--- src/rtl/redux_pkg.sv ---
`default_nettype none
// +--------------------------------------------------------------------+
// | Package : redux_pkg                                                |
// | Shared PC width, sequencer state encoding and next-PC select codes.|
// | Rev 1.0 : initial release                                          |
// +--------------------------------------------------------------------+
package redux_pkg;

    localparam int PC_W = 8;

    typedef enum logic [2:0] {
        IDLE   = 3'd0,
        FETCH  = 3'd1,
        DECODE = 3'd2,
        EXEC   = 3'd3,
        HALTED = 3'd4,
        FAULT  = 3'd5
    } seq_state_t;

    typedef enum logic [1:0] {
        SEQ = 2'd0,
        REL = 2'd1,
        ABS = 2'd2
    } npc_sel_t;

    // Absolute branch outranks a relative jump when both are requested.
    function automatic npc_sel_t npc_select(input logic jmx, input logic bmx);
        if (bmx)
            return ABS;
        else if (jmx)
            return REL;
        else
            return SEQ;
    endfunction

endpackage
`default_nettype wire

--- src/rtl/pc_sequencer_if.sv ---
`default_nettype none
// +--------------------------------------------------------------------+
// | Interface : pc_sequencer_if                                        |
// | Instruction-memory fetch handshake between sequencer and memory.   |
// | Rev 1.0 : initial release                                          |
// +--------------------------------------------------------------------+
interface pc_sequencer_if;
    import redux_pkg::*;

    logic            imem_req;
    logic [PC_W-1:0] imem_addr;
    logic            imem_ack;
    logic [7:0]      imem_data;

    modport master (
        output imem_req,
        output imem_addr,
        input  imem_ack,
        input  imem_data
    );

    modport slave (
        input  imem_req,
        input  imem_addr,
        output imem_ack,
        output imem_data
    );

endinterface
`default_nettype wire

--- src/rtl/next_pc.sv ---
`default_nettype none
// +--------------------------------------------------------------------+
// | Module : next_pc                                                   |
// | Combinational next-PC: sequential, signed relative or absolute.    |
// | Rev 1.0 : initial release                                          |
// +--------------------------------------------------------------------+
module next_pc
    import redux_pkg::*;
(
    input  wire logic [PC_W-1:0] curPC,
    input  wire logic [PC_W-1:0] imm,
    input  wire logic [PC_W-1:0] b,
    input  wire logic            jmx,
    input  wire logic            bmx,
    output logic      [PC_W-1:0] pc
);

    npc_sel_t w_sel;

    // imm is as wide as the PC, so a plain modulo-256 add equals pc+sign_ext(imm).
    always_comb begin
        w_sel = npc_select(jmx, bmx);
        pc    = curPC + PC_W'(1);
        unique case (w_sel)
            SEQ:     pc = curPC + PC_W'(1);
            REL:     pc = curPC + imm;
            ABS:     pc = b;
            default: pc = curPC + PC_W'(1);
        endcase
    end

endmodule
`default_nettype wire

--- src/rtl/pc_sequencer.sv ---
`default_nettype none
// +--------------------------------------------------------------------+
// | Module : pc_sequencer                                              |
// | Fetch/decode/execute program-counter sequencer with fetch timeout. |
// | Option : define PC_SEQ_RETIRE_CNT_EN for a saturating retired count|
// | Rev 1.0 : initial release                                          |
// +--------------------------------------------------------------------+
module pc_sequencer
    import redux_pkg::*;
#(
    parameter logic [PC_W-1:0] RESET_PC     = 8'd0,
    parameter int              IMEM_TIMEOUT = 15
)(
    input  wire logic            clk,
    input  wire logic            rst,
    pc_sequencer_if.master       bus,
    output logic [7:0]           instr,
    output logic                 instr_valid,
    input  wire logic            exec_done,
    input  wire logic            jmp,
    input  wire logic            br_taken,
    input  wire logic [PC_W-1:0] imm,
    input  wire logic [PC_W-1:0] b,
    input  wire logic            halt,
    output logic [PC_W-1:0]      pc,
    output logic                 fault,
    output logic                 halted
`ifdef PC_SEQ_RETIRE_CNT_EN
    ,
    output logic [15:0]          retired
`endif
);

    localparam logic [15:0] c_timeout = 16'(IMEM_TIMEOUT);

    seq_state_t      r_state;
    logic [PC_W-1:0] r_pc;
    logic [7:0]      r_instr;
    logic            r_valid;
    logic            r_req;
    logic            r_fault;
    logic            r_halted;
    logic [15:0]     r_tcnt;
    logic [PC_W-1:0] w_npc;
    logic            w_jmx;
    logic            w_bmx;

    assign w_jmx = jmp;
    assign w_bmx = br_taken;

    next_pc u_next_pc (
        .curPC (r_pc),
        .imm   (imm),
        .b     (b),
        .jmx   (w_jmx),
        .bmx   (w_bmx),
        .pc    (w_npc)
    );

    always_ff @(posedge clk) begin
        if (rst) begin
            r_state  <= IDLE;
            r_pc     <= RESET_PC;
            r_instr  <= 8'd0;
            r_valid  <= 1'b0;
            r_req    <= 1'b0;
            r_fault  <= 1'b0;
            r_halted <= 1'b0;
            r_tcnt   <= 16'd0;
        end else begin
            r_valid <= 1'b0;
            unique case (r_state)
                IDLE: begin
                    r_state <= FETCH;
                    r_req   <= 1'b1;
                    r_tcnt  <= 16'd0;
                end
                FETCH: begin
                    if (bus.imem_ack) begin
                        r_instr <= bus.imem_data;
                        r_valid <= 1'b1;
                        r_req   <= 1'b0;
                        r_state <= DECODE;
                    end else if ((c_timeout != 16'd0) && (r_tcnt + 16'd1 == c_timeout)) begin
                        // This cycle is the last unacknowledged one allowed.
                        r_state <= FAULT;
                        r_req   <= 1'b0;
                        r_fault <= 1'b1;
                    end else begin
                        r_tcnt <= r_tcnt + 16'd1;
                    end
                end
                DECODE: r_state <= EXEC;
                EXEC: begin
                    if (exec_done) begin
                        r_pc <= w_npc;
                        if (halt) begin
                            r_state  <= HALTED;
                            r_halted <= 1'b1;
                        end else begin
                            r_state <= FETCH;
                            r_req   <= 1'b1;
                            r_tcnt  <= 16'd0;
                        end
                    end
                end
                HALTED, FAULT: r_state <= r_state;
                default: begin
                    r_state <= IDLE;
                    r_req   <= 1'b0;
                end
            endcase
        end
    end

`ifdef PC_SEQ_RETIRE_CNT_EN
    logic [15:0] r_retired;

    always_ff @(posedge clk) begin
        if (rst)
            r_retired <= 16'd0;
        else if ((r_state == EXEC) && exec_done && (r_retired != 16'hFFFF))
            r_retired <= r_retired + 16'd1;
    end

    assign retired = r_retired;
`endif

    assign bus.imem_req  = r_req;
    assign bus.imem_addr = r_pc;
    assign instr         = r_instr;
    assign instr_valid   = r_valid;
    assign pc            = r_pc;
    assign fault         = r_fault;
    assign halted        = r_halted;

endmodule
`default_nettype wire

--- src/flat_wrapper.sv ---
// flat-port wrapper written by rule: the top's interface ports become plain ports
module pc_sequencer_flat import redux_pkg::*;
#(
    parameter logic [PC_W-1:0] RESET_PC     = 8'd0,
    parameter int              IMEM_TIMEOUT = 15
)
  (clk, rst, instr, instr_valid, exec_done, jmp, br_taken, imm, b, halt, pc, fault, halted, bus_imem_req, bus_imem_addr, bus_imem_ack, bus_imem_data);
  pc_sequencer_if bus_i ();
  input  wire logic clk;
  input  wire logic rst;
  output logic [7:0] instr;
  output logic instr_valid;
  input  wire logic exec_done;
  input  wire logic jmp;
  input  wire logic br_taken;
  input  wire logic [PC_W-1:0] imm;
  input  wire logic [PC_W-1:0] b;
  input  wire logic halt;
  output logic [PC_W-1:0] pc;
  output logic fault;
  output logic halted;
  output wire logic [$bits(bus_i.imem_req)-1:0] bus_imem_req;
  output wire logic [$bits(bus_i.imem_addr)-1:0] bus_imem_addr;
  input wire logic [$bits(bus_i.imem_ack)-1:0] bus_imem_ack;
  input wire logic [$bits(bus_i.imem_data)-1:0] bus_imem_data;
  assign bus_imem_req = bus_i.imem_req;
  assign bus_imem_addr = bus_i.imem_addr;
  assign bus_i.imem_ack = bus_imem_ack;
  assign bus_i.imem_data = bus_imem_data;
  pc_sequencer #(.RESET_PC(RESET_PC), .IMEM_TIMEOUT(IMEM_TIMEOUT)) u_core (.clk(clk), .rst(rst), .bus(bus_i), .instr(instr), .instr_valid(instr_valid), .exec_done(exec_done), .jmp(jmp), .br_taken(br_taken), .imm(imm), .b(b), .halt(halt), .pc(pc), .fault(fault), .halted(halted));
endmodule
--- config.mk ---
export PLATFORM = sky130hd
export DESIGN_NAME = pc_sequencer_flat
export DESIGN_NICKNAME = d
export VERILOG_FILES = /design/src/rtl/redux_pkg.sv /design/src/rtl/pc_sequencer_if.sv /design/src/rtl/next_pc.sv /design/src/rtl/pc_sequencer.sv /design/src/flat_wrapper.sv
export SDC_FILE = /design/constraint.sdc
export NUM_CORES = 1
export LEC_CHECK = 0
export BUFFER_PORTS_ARGS = -buffer_cell sky130_fd_sc_hd__buf_2
export CORE_MARGIN = 2
export CORE_UTILIZATION = 59
export DETAILED_ROUTE_END_ITERATION = 8
export MAX_ROUTING_LAYER = met4
export PLACE_DENSITY = 0.86
export SKIP_CTS_REPAIR_TIMING = 1
export SYNTH_ARGS = -nofsm -noshare
export SYNTH_HDL_FRONTEND = slang
export SYNTH_HIERARCHICAL = 1
export SYNTH_SLANG_ARGS = --single-unit
--- constraint.sdc ---
create_clock -name clk -period 5.1 [get_ports clk]
set_input_delay 0.255 -clock clk [delete_from_list [all_inputs] [get_ports clk]]
set_output_delay 0.255 -clock clk [all_outputs]
set_load 0.03 [all_outputs]
==> results of run 1 <==
stage by stage:
| step | utilization [%] | power, W |
|---|---|---|
| after global routing | 67.1 | 0.000782 |
| after CTS | 67.1 | 0.000748 |
| after detailed placement | 64.5 | 0.000491 |
| after floorplan | - | 0.000457 |
| after global placement | 64.5 | 0.000488 |
| final | 67.1 | 0.000742 |
critical path: stages, from the launching register on:
cell and delay (ps):
dfxtp_1 430, and2b_1 310, nor2b_1 640, nand2b_4 200, or4_1 550, a21oi_1 150
sequential cells by signal, summed over array words and instances (netlist names):
name                  count
u_core/bus.imem_addr      8
u_core/bus.imem_req       1
u_core/fault              1
u_core/halted             1
u_core/instr              8
u_core/instr_valid        1
u_core/r_state            3
u_core/r_tcnt            16
power by group through the flow:
stage          registers [W]  clock network (W)  logic, W
2_1_floorplan       0.000345                  0  0.000112
3_3_place_gp        0.000337                  0  0.000150
3_5_place_dp        0.000339                  0  0.000153
4_1_cts             0.000332           0.000263  0.000153
5_1_grt             0.000335           0.000275  0.000173
6_report            0.000332           0.000257  0.000154
synth_stat cells (3+ instances only):
library cell  count
buf_6             5
clkbuf_1          5
a21oi_1          43
and2_1           10
a31oi_1           3
nand3b_1          3
xor2_1            6
xnor2_1           3
o21ai_0          18
or4_1             3
nand4_1           5
or3_1             3
nor2_1           22
nand4b_1          3
inv_1            11
nor4_1            3
dfxtp_1          39
nand2_1          56
nor2b_1           3
and4_1            3
nand2b_1          4
nor3_1            6
nand3_1          10
ha_1              9
buf_4            11
o21ai_1           3
o22ai_1           3
area by class of cell:
cell class / count / area [µm²]
multi-input combinational: 261 / 1590
fill: 410 / 1410
sequential: 39 / 781
timing repair buffer: 58 / 290
clock buffer: 5 / 68.8
tap: 52 / 65.1
clock inverter: 3 / 43.8
inverter: 11 / 41.3
worst paths after layout:
kind / slack [ps] / from / depth (start not counted) / endpoint
worst max-delay path: 2750 / u_core/r_state[1]$_SDFFE_PP0P_ / 5 / u_core/r_tcnt[15]$_SDFFE_PP0P_
worst min-delay path: 190 / bus_imem_data[2] / 3 / u_core/instr[2]$_SDFFE_PP0P_
worst max register to register: 2750 / u_core/r_state[1]$_SDFFE_PP0P_ / 5 / u_core/r_tcnt[15]$_SDFFE_PP0P_
worst min register to register: 450 / u_core/instr[6]$_SDFFE_PP0P_ / 2 / u_core/instr[6]$_SDFFE_PP0P_
kinds of logic after synthesis:
kind of cell | synth area share [%]
AO/OA/AOI/OAI | 21.8
XOR/XNOR | 3.03
adder cells (fa/ha/maj) | 5.10
buffers and inverters | 8.76
flip-flops | 30.0
multiplexers | 1.20
AND/OR/NAND/NOR | 30.0
metal layers:
metal  vias up  GRT usage, %
li1       1266             -
met1      1122          31.5
met2        84          42.1
met3        11          4.04
met4         0          9.83
met5         -             -
==> flow_metrics.env, run 1 <==
export IMPL_antenna_found_initial=0
export IMPL_dr_wl_met3_um=382
export IMPL_comb_power_share_pct=20.7
export IMPL_vdd_drop_max_mv=0.142
export IMPL_m1WireLength_um=2540
export IMPL_tns_ps=0
export IMPL_netlist_area_um2=2600
export IMPL_grt_pass1_wl_um=10200
export IMPL_fmax_ghz=0.425
export IMPL_first_global_vias=2295
export IMPL_start_util_pct=60.5
export IMPL_sequentialPowerShare_pct=44.7
export IMPL_slew_viol_final=0
export IMPL_wire_per_inst_um=13.6
export IMPL_critical_path_class="reg2reg"
export IMPL_synth_top_area_cell="dfxtp_1"
export IMPL_io_buffers=58
export IMPL_clkTransAtPathRegs_ps=80
export IMPL_cts_max_level=2
export IMPL_layout_commonest_cell="buf_2"
export IMPL_clk_latency_ps=290
export IMPL_hold_viol_final=0
export IMPL_clk_path_buf_depth=2
export IMPL_track_usage_pct=25.6
export IMPL_synth_area_per_cell_um2=7.73
export IMPL_clock_power_share_pct=34.6
export IMPL_drc=0
export IMPL_dpl_cell_count=421
export IMPL_yosysTopAreaCellShare_pct=30.0
export IMPL_async_flop_share_pct=0
export IMPL_critPathArrivalTime_ps=2580
export IMPL_status="finished clean"
export IMPL_final_cell_mix="buf_2 (58), nand2_1 (56), a21oi_1 (43)"
export IMPL_cp_end_kind="flop"
export IMPL_boundaryPins=59
export IMPL_final_cell_count_no_fill=429
export IMPL_holdWs_ps=193
export IMPL_synthTopCellsByArea="dfxtp_1 (30%), a21oi_1 (8.3%), nand2_1 (8.1%)"
export IMPL_core_um2=4290
export IMPL_tightest_slew_ps=1150
export IMPL_route_vias_total=2483
export IMPL_period_minus_slack_ps=2350
export IMPL_cts_made_buffers=5
export IMPL_drt_pass1_iter_count=4
export IMPL_cts_sinks=39
export IMPL_grt_max_degree=42
export IMPL_fin_crit_sh_pct=46.2
export IMPL_setup_viol=0
export IMPL_ys_warn_count=6
export IMPL_synthCells=336
export IMPL_netSwitchingFraction_pct=30.6
export IMPL_overflow=0
export IMPL_crit_fanout=12
export IMPL_via_per_inst=5.79
export IMPL_max_cap_violations=0
export IMPL_syn_nets=377
export IMPL_p_leak_nw=1.19
export IMPL_layout_drive_gt1_share_pct=22.3
export IMPL_clockRootBuffer="clkbuf_8"
export IMPL_first_iter_violations=116
export IMPL_ys_types=59
export IMPL_p_switching_w=0.000227
export IMPL_intPower_w=0.000515
export IMPL_antenna_left=0
export IMPL_die_w_um=70.4
export IMPL_nNetsFinal=417
export IMPL_dr_wl_met2_um=2800
export IMPL_powerDensity_nw_per_um2=258
export IMPL_finalWirelength_um=5820
export IMPL_required_ps=5320
export IMPL_place_gp_congestion=0.886
export IMPL_synth_seq_cells=39
export IMPL_rows=24
export IMPL_n_antenna_cell=0
export IMPL_hold_class="in2reg"
export IMPL_top_layer_used="met4"
export IMPL_area_growth_pct=10.8
export IMPL_cts_tree="built"
export IMPL_setup_ws_ps=2750
export IMPL_yosysSeqAreaShare_pct=30.0
export IMPL_yosys_most_used_dff="dfxtp_1"
export IMPL_die_y_um=70.4
export IMPL_hpwl_um=4250
export IMPL_slew_headroom_pct=23.5
export IMPL_dpl_cell_area_um2=2770
export IMPL_die_area_um2=4950
export IMPL_rsz0062_at_grt="false"
export IMPL_fin_area_um2=2880
export IMPL_skew_ps=5.35
export IMPL_post_place_ws_ps=2670
export IMPL_start_kind="flop"
export IMPL_synth_edf_count=0
No activity file was read; power rests on OpenSTA's default activity.
==> run 2, diff against run 1 <==
--- a/config.mk
+++ b/config.mk
@@ -7,10 +7,10 @@
 export LEC_CHECK = 0
 export BUFFER_PORTS_ARGS = -buffer_cell sky130_fd_sc_hd__buf_2
 export CORE_MARGIN = 2
-export CORE_UTILIZATION = 59
+export CORE_UTILIZATION = 49
 export DETAILED_ROUTE_END_ITERATION = 8
 export MAX_ROUTING_LAYER = met4
-export PLACE_DENSITY = 0.86
+export PLACE_DENSITY = 0.76
 export SKIP_CTS_REPAIR_TIMING = 1
 export SYNTH_ARGS = -nofsm -noshare
 export SYNTH_HDL_FRONTEND = slang
==> constraint.sdc (replaced) <==
create_clock -name clk -period 2 [get_ports clk]
set_input_delay 0.1 -clock clk [delete_from_list [all_inputs] [get_ports clk]]
set_output_delay 0.1 -clock clk [all_outputs]
set_load 0.03 [all_outputs]
==> run 2 against run 1 <==
Against the previous run: setup slack lost 2700 ps; critical path depth is 3 higher; design area grew 12%; highest routed layer unchanged; routed wire length increased by 14%; first-iteration DRC count shrank 16%; die area is 19% higher; clock power rose to 2.6 times the previous value; critical endpoint is now u_core/r_tcnt[2]$_SDFFE_PP0P_.
==> flow_metrics.env, run 2 (synthesis results as in run 1) <==
export IMPL_first_global_vias=2329
export IMPL_track_usage_pct=23.0
export IMPL_powerDensity_nw_per_um2=612
export IMPL_dpl_cell_area_um2=3040
export IMPL_final_cell_mix="buf_2 (58), nand2_1 (56), a21oi_1 (43)"
export IMPL_start_kind="flop"
export IMPL_largest_register_ffs=16
export IMPL_die_area_um2=5900
export IMPL_skew_ps=8.22
export IMPL_area_growth_pct=23.9
export IMPL_grt_max_degree=25
export IMPL_crit_chain="buf_4 > and4_4 > nand4_1 > xor2_2 > and4_4 > buf_4 > a21oi_1 > o32ai_2"
export IMPL_cp_depth=8
export IMPL_crit_fanout=6
export IMPL_top_register="u_core/r_tcnt"
export IMPL_rsz0062_at_grt="true"
export IMPL_crit_family="simple AND/OR/NAND/NOR gates"
export IMPL_overflow=0
export IMPL_hold_viol_final=0
export IMPL_die_w_um=76.8
export IMPL_boundaryPins=59
export IMPL_max_cap_violations=0
export IMPL_fin_area_um2=3220
export IMPL_cts_tree="built"
export IMPL_start_util_pct=50.9
export IMPL_cp_num_buf_inv=2
export IMPL_io_buffers=58
export IMPL_clockRootBuffer="clkbuf_8"
export IMPL_clkTransAtPathRegs_ps=80
export IMPL_setup_ws_ps=68.8
export IMPL_setup_worst_path_end="u_core/r_tcnt[2]$_SDFFE_PP0P_"
export IMPL_final_cell_count_no_fill=481
export IMPL_finalWirelength_um=6660
export IMPL_fin_crit_sh_pct=96.6
export IMPL_wire_per_inst_um=13.8
export IMPL_r2r_start="u_core/r_tcnt[0]$_SDFFE_PP0P_"
export IMPL_critPathMaxStageDelay_ps=360
export IMPL_clk_latency_ps=300
export IMPL_antenna_left=0
export IMPL_cts_made_buffers=5
export IMPL_core_um2=5110
export IMPL_drc=0
export IMPL_startpoint="u_core/r_tcnt[0]$_SDFFE_PP0P_"
export IMPL_grt_pass1_wl_um=10800
export IMPL_antenna_found_initial=0
export IMPL_holdWs_ps=27.1
export IMPL_p_leak_nw=1.37
export IMPL_cts_max_level=2
export IMPL_route_vias_total=2662
export IMPL_n_antenna_cell=0
export IMPL_status="finished clean"
export IMPL_rows=26
export IMPL_drt_pass1_iter_count=4
export IMPL_critical_path_class="reg2reg"
export IMPL_required_ps=2210
export IMPL_critPathSlowestCell="dfxtp_2"
export IMPL_fmax_ghz=0.518
export IMPL_first_iter_violations=97
export IMPL_setup_viol=0
export IMPL_r2r_setup_slack_ps=70
export IMPL_period_minus_slack_ps=1930
export IMPL_tightest_slew_ps=500
export IMPL_slew_headroom_pct=66.7
export IMPL_place_gp_congestion=0.939
export IMPL_post_place_ws_ps=-99.9
export IMPL_die_y_um=76.8
export IMPL_nNetsFinal=451
export IMPL_r2r_end="u_core/r_tcnt[2]$_SDFFE_PP0P_"
export IMPL_reg2reg_depth=8
export IMPL_vdd_drop_max_mv=0.374
export IMPL_dpl_cell_count=471
export IMPL_layout_commonest_cell="buf_2"
export IMPL_clk_path_buf_depth=2
export IMPL_cts_sinks=39
export IMPL_hold_class="in2reg"
export IMPL_utilization_pct=63.0
export IMPL_layout_drive_gt1_share_pct=31.4
export IMPL_slew_viol_final=0
export IMPL_critPathArrivalTime_ps=2140
export IMPL_min_delay_start="bus_imem_data[5]"
export IMPL_hpwl_um=4790
export IMPL_via_per_inst=5.53
export IMPL_cp_end_kind="flop"
-- run 2: per-layer routing --
layer	track usage [%]	vias up	part of all wire (%)
met5	-	-	0
met4	8.73	0	1.8
met3	3.88	11	4.9
met2	38.2	78	50
met1	27.8	1242	43
li1	-	1331	-
-- run 2: how the worst min path moves through the flow --
stage / depth (start not counted) / slack, ps / to
2_1_floorplan: 2 / 240 / u_core/instr[0]$_SDFFE_PP0P_
3_3_place_gp: 3 / 340 / u_core/instr[3]$_SDFFE_PP0P_
3_5_place_dp: 3 / 350 / u_core/instr[5]$_SDFFE_PP0P_
4_1_cts: 3 / 20 / u_core/instr[5]$_SDFFE_PP0P_
5_1_grt: 3 / 30 / u_core/instr[5]$_SDFFE_PP0P_
6_report: 3 / 30 / u_core/instr[5]$_SDFFE_PP0P_
-- run 2: cell type report --
| class | count | area [µm²] |
|---|---|---|
| fill | 473 | 1890 |
| multi-input combinational | 261 | 1630 |
| sequential | 39 | 786 |
| timing repair buffer | 92 | 558 |
| tap | 70 | 87.6 |
| clock buffer | 5 | 68.8 |
| clock inverter | 3 | 43.8 |
| inverter | 11 | 41.3 |
-- run 2: worst register-to-register path: stages (launching register included) --
cell and delay (ps):
dfxtp_2 360, buf_4 130, and4_4 270, nand4_1 160, xor2_2 240, and4_4 280, buf_4 120, a21oi_1 70
o32ai_2 200
-- run 2: power by group --
| part | internal [W] | switching [W] |
|---|---|---|
| Combinational | 0.000186 | 0.000282 |
| Sequential | 0.000808 | 0.0000362 |
| Clock | 0.000371 | 0.000286 |
-- run 2: metrics by stage --
stage,power (W),setup TNS (ps)
after CTS,0.00199,0
after global routing,0.00208,-108
after floorplan,0.00117,0
after detailed placement,0.00132,-218
final,0.00197,0
after global placement,0.00131,0
==> run 3, diff against run 2 <==
==> constraint.sdc (replaced) <==
create_clock -name clk -period 1.61 [get_ports clk]
set_input_delay 0.0805 -clock clk [delete_from_list [all_inputs] [get_ports clk]]
set_output_delay 0.0805 -clock clk [all_outputs]
set_load 0.03 [all_outputs]
==> run 3 against run 2 <==
Against the previous run: the flow now finishes with violations (setup timing); sequential share of layout area shrank 2.3 points; fmax rose by 4.7%; via count is 8.5% higher; core utilization is 9.1 points higher; clock power is 16% higher; hold slack worse by 11 ps; routed wire length up 15%; die area is the same; power grew 30%; clock skew shrank 1.9 ps.
==> flow_metrics.env, run 3 (synthesis results as in run 1) <==
export IMPL_first_iter_violations=166
export IMPL_clockRootBuffer="clkbuf_8"
export IMPL_setup_ws_ps=-234
export IMPL_powerDensity_nw_per_um2=694
export IMPL_final_cell_count_no_fill=516
export IMPL_place_gp_congestion=0.880
export IMPL_r2r_setup_slack_ps=-230
export IMPL_nFillCells=397
export IMPL_area_growth_pct=41.7
export IMPL_overflow=0
export IMPL_hold_class="in2reg"
export IMPL_finalWirelength_um=7660
export IMPL_required_ps=1820
export IMPL_vdd_drop_max_mv=0.344
export IMPL_fin_area_um2=3680
export IMPL_dpl_cell_area_um2=3410
export IMPL_start_util_pct=50.9
export IMPL_grt_util_met2_pct=44.6
export IMPL_status="complete, but fails checks"
export IMPL_violations="setup timing"
export IMPL_slew_viol_final=0
export IMPL_route_vias_total=2889
export IMPL_fmax_ghz=0.542
export IMPL_use_met3_pct=3.76
export IMPL_cts_max_level=2
export IMPL_grt_max_degree=23
export IMPL_clock_power_share_pct=29.9
export IMPL_final_cell_mix="buf_4 (66), buf_2 (58), nand2_1 (55)"
export IMPL_crit_fanout=5
export IMPL_wire_per_inst_um=14.8
export IMPL_setup_viol=12
export IMPL_skew_ps=6.37
export IMPL_rows=26
export IMPL_hold_viol_final=0
export IMPL_cts_made_buffers=5
export IMPL_io_buffers=58
export IMPL_cts_tree="built"
export IMPL_antenna_left=0
export IMPL_p_leak_nw=1.57
export IMPL_largest_register_ffs=16
export IMPL_critPathArrivalTime_ps=2050
export IMPL_max_cap_violations=0
export IMPL_grt_pass1_wl_um=12100
export IMPL_slew_headroom_pct=69.5
export IMPL_first_global_vias=2702
export IMPL_via_per_inst=5.60
export IMPL_boundaryPins=59
export IMPL_layout_drive_gt1_share_pct=45.5
export IMPL_n_antenna_cell=0
export IMPL_drt_pass1_iter_count=5
export IMPL_fin_crit_sh_pct=115
export IMPL_layout_commonest_cell="buf_4"
export IMPL_cts_sinks=39
export IMPL_die_area_um2=5900
export IMPL_netSwitchingFraction_pct=32.4
export IMPL_die_w_um=76.8
export IMPL_track_usage_pct=25.8
export IMPL_gr_usage_met1_pct=30.2
export IMPL_rsz0062_at_grt="true"
export IMPL_clk_path_buf_depth=2
export IMPL_clkTransAtPathRegs_ps=80
export IMPL_start_kind="flop"
export IMPL_clk_latency_ps=290
export IMPL_intPower_w=0.00173
export IMPL_core_um2=5110
export IMPL_critical_path_class="reg2reg"
export IMPL_top_usage_layer="met2"
export IMPL_p_switching_w=0.000828
export IMPL_die_y_um=76.8
export IMPL_dpl_cell_count=505
export IMPL_drc=0
export IMPL_antenna_found_initial=0
export IMPL_hpwl_um=5530
export IMPL_period_minus_slack_ps=1840
export IMPL_tightest_slew_ps=457
export IMPL_sequentialPowerShare_pct=40.6
export IMPL_nNetsFinal=486
export IMPL_comb_power_share_pct=29.5
export IMPL_cp_end_kind="flop"
export IMPL_top_register="u_core/r_tcnt"
==> run 3: cell count changes in the layout (fill, tap and decap cells not counted), moves of 3 or more <==
cell and delta:
a21oi_1 -5, a21oi_2 +4, buf_4 +33, buf_6 +3, dfxtp_1 -10, dfxtp_2 +4, dfxtp_4 +6, ha_1 -4
ha_4 +4, nor2b_1 -3
==> run 3: layout make-up <==
class	instances	area (µm²)	share of cell area, %
Multi-Input combinational cell	261	1810	49.2
Timing Repair Buffer	127	820	22.3
Sequential cell	39	813	22.1
Clock inverter	2	13.8	0.374
Tap cell	70	87.6	2.38
Inverter	11	41.3	1.12
Clock buffer	6	93.8	2.55
==> run 3: stage by stage <==
stage	setup TNS, ps	hold slack (ps)	total power, W	setup WS, ps	utilization [%]
floorplan	-480	217	0.00148	-133	-
global placement	-1730	322	0.00174	-178	66.8
detailed placement	-2430	329	0.00176	-267	66.8
CTS	-2600	6.82	0.00253	-250	68.9
global route	-3920	14.3	0.00269	-353	72.1
finish	-2060	16.4	0.00256	-234	72.1
==> run 3: worst paths after layout <==
path	startpoint	endpoint	cells after the start
worst max register to register	u_core/r_tcnt[1]$_SDFFE_PP0P_	u_core/r_tcnt[2]$_SDFFE_PP0P_	8
worst max-delay path	u_core/r_tcnt[1]$_SDFFE_PP0P_	u_core/r_tcnt[2]$_SDFFE_PP0P_	8
worst min register to register	u_core/instr[1]$_SDFFE_PP0P_	u_core/instr[1]$_SDFFE_PP0P_	2
worst min-delay path	bus_imem_data[0]	u_core/instr[0]$_SDFFE_PP0P_	3
==> run 3: power by group through the flow <==
stage | clock, W | combinational, W | sequential (W)
floorplan | 0 | 0.000384 | 0.00110
global placement | 0 | 0.000683 | 0.00106
detailed placement | 0 | 0.000703 | 0.00106
CTS | 0.000784 | 0.000711 | 0.00104
global route | 0.000820 | 0.000824 | 0.00104
finish | 0.000764 | 0.000755 | 0.00104
==> run 3: critical path: stages (launching register included) <==
cell and delay (ps):
dfxtp_4 380, ha_4 160, xor2_1 140, nand3b_1 100, nor4_2 310, and4_4 320
buf_6 110, a21oi_2 50, o32ai_2 180
==> run 3: routing by layer <==
layer,up-vias,share of wire [%]
met3,21,4.7
li1,1412,-
met5,-,0
met1,1349,43
met2,107,50
met4,0,2.6
